### src/rtl/cnt_arbiter.sv
// Round-robin arbiter/sequencer sharing one 8-bit presettable counter chain among NREQ requesters.
// Define CNT_ARB_FIXED_PRIO_EN for fixed lowest-index-wins priority instead of round-robin.
module cnt_arbiter #(
    parameter int unsigned NREQ = 4
) (
    input  logic              clk_i,
    input  logic              clr_i,
    input  logic [NREQ-1:0]   req_i,
    input  logic [8*NREQ-1:0] len_i,
    output logic [NREQ-1:0]   gnt_o,
    output logic [NREQ-1:0]   done_o,
    output logic              busy_o,
    output logic [7:0]        cnt_d_o,
    output logic              cnt_load_n_o,
    output logic              cnt_enp_o,
    output logic              cnt_ent_o,
    input  logic              cnt_rco_i
);

    localparam int unsigned IdxW = $clog2(NREQ);

    typedef enum logic [1:0] {
        StIdle,
        StLoad,
        StRun,
        StDone
    } state_e;

    state_e            state_q, state_d;
    logic [IdxW-1:0]   idx_q, idx_d;
    logic [IdxW-1:0]   ptr_q, ptr_d;
    logic [NREQ-1:0]   gnt_q, gnt_d;
    logic [7:0]        cnt_d_q, cnt_d_d;

    logic              any_req;
    logic [IdxW-1:0]   win_idx;
    logic [7:0]        win_len;

    // Winner selection; loops run from lowest to highest priority so the last hit wins.
    always_comb begin
        any_req = |req_i;
        win_idx = '0;
`ifdef CNT_ARB_FIXED_PRIO_EN
        for (int i = NREQ - 1; i >= 0; i--) begin
            if (req_i[IdxW'(i)]) begin
                win_idx = IdxW'(i);
            end
        end
`else
        for (int unsigned off = NREQ; off >= 1; off--) begin
            int unsigned cand;
            cand = (int'(ptr_q) + off) % NREQ;
            if (req_i[IdxW'(cand)]) begin
                win_idx = IdxW'(cand);
            end
        end
`endif
    end

    assign win_len = len_i[{win_idx, 3'b000} +: 8];

    always_comb begin
        state_d = state_q;
        idx_d   = idx_q;
        ptr_d   = ptr_q;
        gnt_d   = gnt_q;
        cnt_d_d = cnt_d_q;
        unique case (state_q)
            StIdle: begin
                if (any_req) begin
                    state_d = StLoad;
                    idx_d   = win_idx;
                    ptr_d   = win_idx;
                    gnt_d   = {{(NREQ - 1){1'b0}}, 1'b1} << win_idx;
                    // Counting from ~LEN (= 255-LEN) up to 8'hFF spans LEN+1 enabled cycles.
                    cnt_d_d = ~win_len;
                end
            end
            StLoad: begin
                if (!req_i[idx_q]) begin
                    state_d = StIdle;
                    gnt_d   = '0;
                end else begin
                    state_d = StRun;
                end
            end
            StRun: begin
                // Abort wins over a coincident ripple-carry.
                if (!req_i[idx_q]) begin
                    state_d = StIdle;
                    gnt_d   = '0;
                end else if (cnt_rco_i) begin
                    state_d = StDone;
                end
            end
            StDone: begin
                state_d = StIdle;
                gnt_d   = '0;
            end
            default: begin
                state_d = StIdle;
                gnt_d   = '0;
            end
        endcase
    end

    always_ff @(posedge clk_i or posedge clr_i) begin
        if (clr_i) begin
            state_q <= StIdle;
            idx_q   <= '0;
            ptr_q   <= IdxW'(NREQ - 1);
            gnt_q   <= '0;
            cnt_d_q <= 8'h00;
        end else begin
            state_q <= state_d;
            idx_q   <= idx_d;
            ptr_q   <= ptr_d;
            gnt_q   <= gnt_d;
            cnt_d_q <= cnt_d_d;
        end
    end

    assign gnt_o        = gnt_q;
    assign done_o       = (state_q == StDone) ? gnt_q : '0;
    assign busy_o       = (state_q != StIdle);
    assign cnt_d_o      = cnt_d_q;
    assign cnt_load_n_o = (state_q != StLoad);
    assign cnt_enp_o    = (state_q == StRun);
    assign cnt_ent_o    = (state_q == StRun);

endmodule

### config.mk
export PLATFORM = sky130hd
export DESIGN_NAME = cnt_arbiter
export DESIGN_NICKNAME = d
export VERILOG_FILES = /design/src/rtl/cnt_arbiter.sv
export SDC_FILE = /design/constraint.sdc
export NUM_CORES = 1
export LEC_CHECK = 0
export ABC_AREA = 1
export CORE_UTILIZATION = 47
export CTS_CLUSTER_SIZE = 25
export DETAILED_ROUTE_END_ITERATION = 8
export HOLD_SLACK_MARGIN = 0.12
export PLACE_DENSITY = 0.94
export SYNTH_ARGS = -nofsm -noshare
export SYNTH_HDL_FRONTEND = slang
export SYNTH_SLANG_ARGS = --single-unit
export TNS_END_PERCENT = 50
### constraint.sdc
create_clock -name clk_i -period 2.7 [get_ports clk_i]
set_input_delay 0.54 -clock clk_i [delete_from_list [all_inputs] [get_ports clk_i]]
set_output_delay 0.54 -clock clk_i [all_outputs]
set_load 0.05 [all_outputs]
== Yosys cells after proc, flatten, opt, wreduce, memory -nomap -nowiden ==
Index checks and enable logic that the tools add are counted.
W data, S select, Z words.

* Flip-flop bits (word level): 18
* Bits of input ports: 39
* Logic and storage cells: 54

* $add $sub $neg: 4
* Magnitude comparators: 5
* Equality and inequality tests: 7
* Shift-type cells: 2
* Mux-type cells: 23
* Bitwise logic cells: 1
* Reduce and logical (&&, ||, !) cells: 7

{| class="wikitable"
|+ Operators by type and width
! kind !! number
|-
| $shiftx A32 B6 Y8 || 1
|-
| $mux W2 || 8
|-
| $lt A2 B3 Y1 const B || 5
|-
| $mux W4 || 3
|-
| $pmux W4 S3 || 1
|-
| $bmux W1 S2 || 5
|-
| $not A8 Y8 || 1
|-
| $pmux W2 S4 || 1
|-
| $reduce_and A2 Y1 || 3
|-
| $mux W1 || 5
|-
| $add A2 B1 Y2 const B || 2
|-
| $add A2 B2 Y2 const B || 2
|-
| $eq A2 B2 Y1 const B || 2
|-
| $ne A2 B2 Y1 const B || 2
|-
| $reduce_or A4 Y1 || 1
|-
| $shl A1 B2 Y4 const A || 1
|-
| $ne A3 B3 Y1 const B || 1
|-
| $eq A2 B1 Y1 const B || 1
|-
| $logic_not A2 Y1 || 1
|-
| $ne A2 B1 Y1 const B || 1
|-
| $reduce_bool A2 Y1 || 1
|-
| $reduce_or A2 Y1 || 1
|}

== Logic depth before layout (Yosys ltp) ==
Gate-level depths: netlist of the first run.

* Word-level depth: 10
* Depth in mapped cells: 17

== Worst setup path after synthesis of the first run ==
No wires, ideal clock.

* Path kind: reg2reg
* From: register state_q[0]
* To: register cnt_d_q[0] (netlist: cnt_d_o[0])
* Setup time: 0.118 ns
* Data arrival time: 1.717 ns
* Path slack: 0.865 ns
* Cell stages (with the launch flop): 8
* Period minus slack after synthesis: 1.835 ns
* Path through: dfrtp_1 > inv_1 > ha_1 > inv_1 > a31oi_1 > clkinv_1 > nand2_1 > nand2_1

* Cells in the longest elaborated chain, start to end: 2

{| class="wikitable"
|+ RTL lines
! what !! RTL line !! source
|-
| start, declared || 29 || <nowiki>state_e state_q, state_d;</nowiki>
|-
| start signal, assigned || 109 || <nowiki>state_q <= StIdle;</nowiki>
|-
| start signal, assigned || 115 || <nowiki>state_q <= state_d;</nowiki>
|-
| $logic_not A2 Y1 || 68 || <nowiki>unique case (state_q)</nowiki>
|-
| $reduce_and A2 Y1 (no line) || - ||
|-
| end signal, assigned || 119 || <nowiki>cnt_d_q <= cnt_d_d;</nowiki>
|-
| end, declared || 33 || <nowiki>logic [7:0] cnt_d_q, cnt_d_d;</nowiki>
|}

Every way passes these cells.
A chain may end at the register's enable or synchronous reset.

== Worst setup path in the final report of the first run ==
* From: register state_q[0]
* To: output busy_o

* Cells in the longest elaborated chain, start to end: 1

{| class="wikitable"
|+ RTL lines
! what !! RTL line !! source
|-
| $reduce_bool A2 Y1 || 125 || <nowiki>assign busy_o = (state_q != StIdle);</nowiki>
|-
| end, declared || 12 || <nowiki>output logic busy_o,</nowiki>
|}

Every way passes these cells.

==> impl_metrics.yaml, run 1 <==
run_status:
  status: "complete, no violations"
cts:
  root_buffer: "clkbuf_4"
  hold_buffers: 0
  clk_latency_ps: 300
  clkSinkCount: 18
  cts-root-to-sink-buffers: 2
  cts-htree-levels: 1
  tritoncts: "done"
  cts_setup_buffers: 0
  cts_buffers: 3
  cts_resized: 0
  clk_pin_slew_worst_paths_ps: 100
placement:
  placed_cell_area_mm2: 0.00207
  dp_hpwl_um: 2770
  routabilityCongestion: 0.800
  port-buffer-count: 58
  placed_cells: 326
route:
  dr.pass1.iters: 4
  via_per_inst: 4.79
  vias: 1582
  ant_nets: 0
  routedWlPerCell_um: 10.4
  drt_wl_total_um: 3440
  drc: 0
  drt_iter0_markers: 84
final_layout:
  layout.nets: 330
  layout_common_cells: "91 x nand2_1, 58 x clkdlybuf4s50_1, 37 x inv_1, 27 x nand3_1, 17 x nand2_2"
  final_cells: 330
  num_antenna_cells: 0
  drive_gt1_frac: 0.112
  final_common_cell: "nand2_1"
  layout-area-overhead-vs-synth_pct: 39.4
  final_area_mm2: 0.00210
grt:
  grt_use_total: 0.218
  overflow: 0
  grt_max_degree: 21
  grt_pass1_wl_um: 5730
  first_global_vias: 1446
  antenna_found_initial: 0
timing:
  slew_headroom: 0.587
  finalMaxSlewViolations: 0
  grt_setup_unrepaired: "false"
  holdWs_ps: 499
  min_period_ps: 2430
  tightest_slew_ps: 619
  max_freq_mhz: 411
  setup_violations: 0
  fin_setup_tns_ps: 0
  period_share: 0.900
  skew_ps: 3.24
  hold_violations: 0
power:
  power_mw: 2.83
  vdd_ir_drop_max_uv: 881
  p_leak_nw: 1.13
  p_per_area_mw_per_mm2: 1340
critical_path:
  worstSetupPathType: "reg -> out"
  critPathRequiredTime_ps: 2160
  crit_path_end_kind: "output pin"
  crit_path_cell_trace: "inv_1 -> ha_1 -> inv_1 -> clkdlybuf4s50_1"
  reg2reg_slack_ps: 660
  startpoint_type: "register"
  worst_path_largest_cell_delay_ps: 810
  cp_slowest_cell: "clkdlybuf4s50_1"
  cp.arrival_ps: 1890
  cpMostUsedCell: "inv_1"
  path_max_fanout: 4
floorplanning:
  die_y_um: 58.6
  io_pins: 59
  chipWidth_um: 58.6
  row_count: 20
  start_util: 0.494
  die_area_mm2: 0.00344
  core_mm2: 0.00305
synth:
  syn_area_per_cell_um2: 6.53
  syn_nets: 274
  synth_largest_area_cell: "dfrtp_1"
  yosys_warnings: 0
  synth-seq-cells: 18
  syn_area_mm2: 0.00151
  ys_seq_area_frac: 0.300
  synth_cells: 231
  synth_top_area_frac: 0.266
  synth_area_leaders: "dfrtp_1 27%, nand2_1 23%, inv_1 9.2%"
  synth_cell_types: 27
flow_run:
  maxCapViolCount: 0
min_path:
  min_path_type: "reg -> reg"
==> through the flow <==
stage,setup WS [ps],util
final,269,0.689
after global routing,151,0.689
after CTS,263,0.689
after detailed placement,266,0.677
after global placement,318,0.677
after floorplan,865,-
==> final timing paths <==
path	cells after the start	from	endpoint
setup / recovery	4	state_q[0]	busy_o
hold / removal	2	cnt_d_o[2]	cnt_d_o[2]
setup reg to reg	13	ptr_q[0]	cnt_d_o[4]
hold reg to reg	2	cnt_d_o[2]	cnt_d_o[2]
max in group asynchronous	2	clr_i	cnt_d_o[7]
min in group asynchronous	2	clr_i	gnt_o[3]
==> layer usage <==
| metal | vias up | GRT usage | wire [µm] |
|---|---|---|---|
| li1 | 811 | - | - |
| met1 | 708 | 0.262 | 1450 |
| met2 | 56 | 0.391 | 1750 |
| met3 | 7 | 0.0330 | 171 |
| met4 | 0 | 0.0884 | 73 |
| met5 | - | 0 | 0 |
==> synthesized netlist by cell type, drive strengths merged <==
cell type	number
a21oi	2
clkinv	1
o211ai	1
nand4	1
o21ai	10
o31ai	2
dfstp	2
ha	4
inv	39
nor2	3
a31oi	1
dfrtp	16
buf	7
a22oi	2
clkbuf	1
nand2	111
nand3	28
==> area by class of cell <==
class	instances	area (µm²)
Sequential cell	18	453
Tap cell	44	55.1
Clock buffer	4	36.3
Fill cell	284	951
Inverter	40	155
Timing Repair Buffer	59	588
Multi-Input combinational cell	165	815
==> critical path: cells and delay by family, from the launching register on <==
family / cells / cell delay [ps]
adder cells (fa/ha/maj): 1 / 210
buffers and inverters: 3 / 1000
flip-flops: 1 / 380
==> where the power goes <==
part | switching [mW] | total [mW] | internal [mW]
sequential | 0.105 | 0.516 | 0.411
clock | 0.0851 | 0.168 | 0.0824
combinational | 1.45 | 2.14 | 0.698
total | 1.64 | 2.83 | 1.19
==> state kept, by name, summed over array words and instances, names as in the netlist <==
register and cells:
cnt_d_o 8, gnt_o 4, idx_q 2, ptr_q 2
state_q 2
==> cells by family (layout without fill, tap and decap cells) <==
logic type / Yosys count / count (layout) / share of synthesized area
DFF: 18 / 18 / 0.300
and+or+nand+nor: 143 / 143 / 0.432
adders and majority gates: 4 / 4 / 0.0332
AOI/OAI and AO/OA: 18 / 18 / 0.0747
buffers and inverters: 48 / 103 / 0.159
(Power assumes the default switching activity.)
==> run 2: changes to the inputs <==
SLEW_MARGIN = 25   (was not set)
==> results of run 2 <==
Final layout, timing and power as in run 1 (identical DEF).
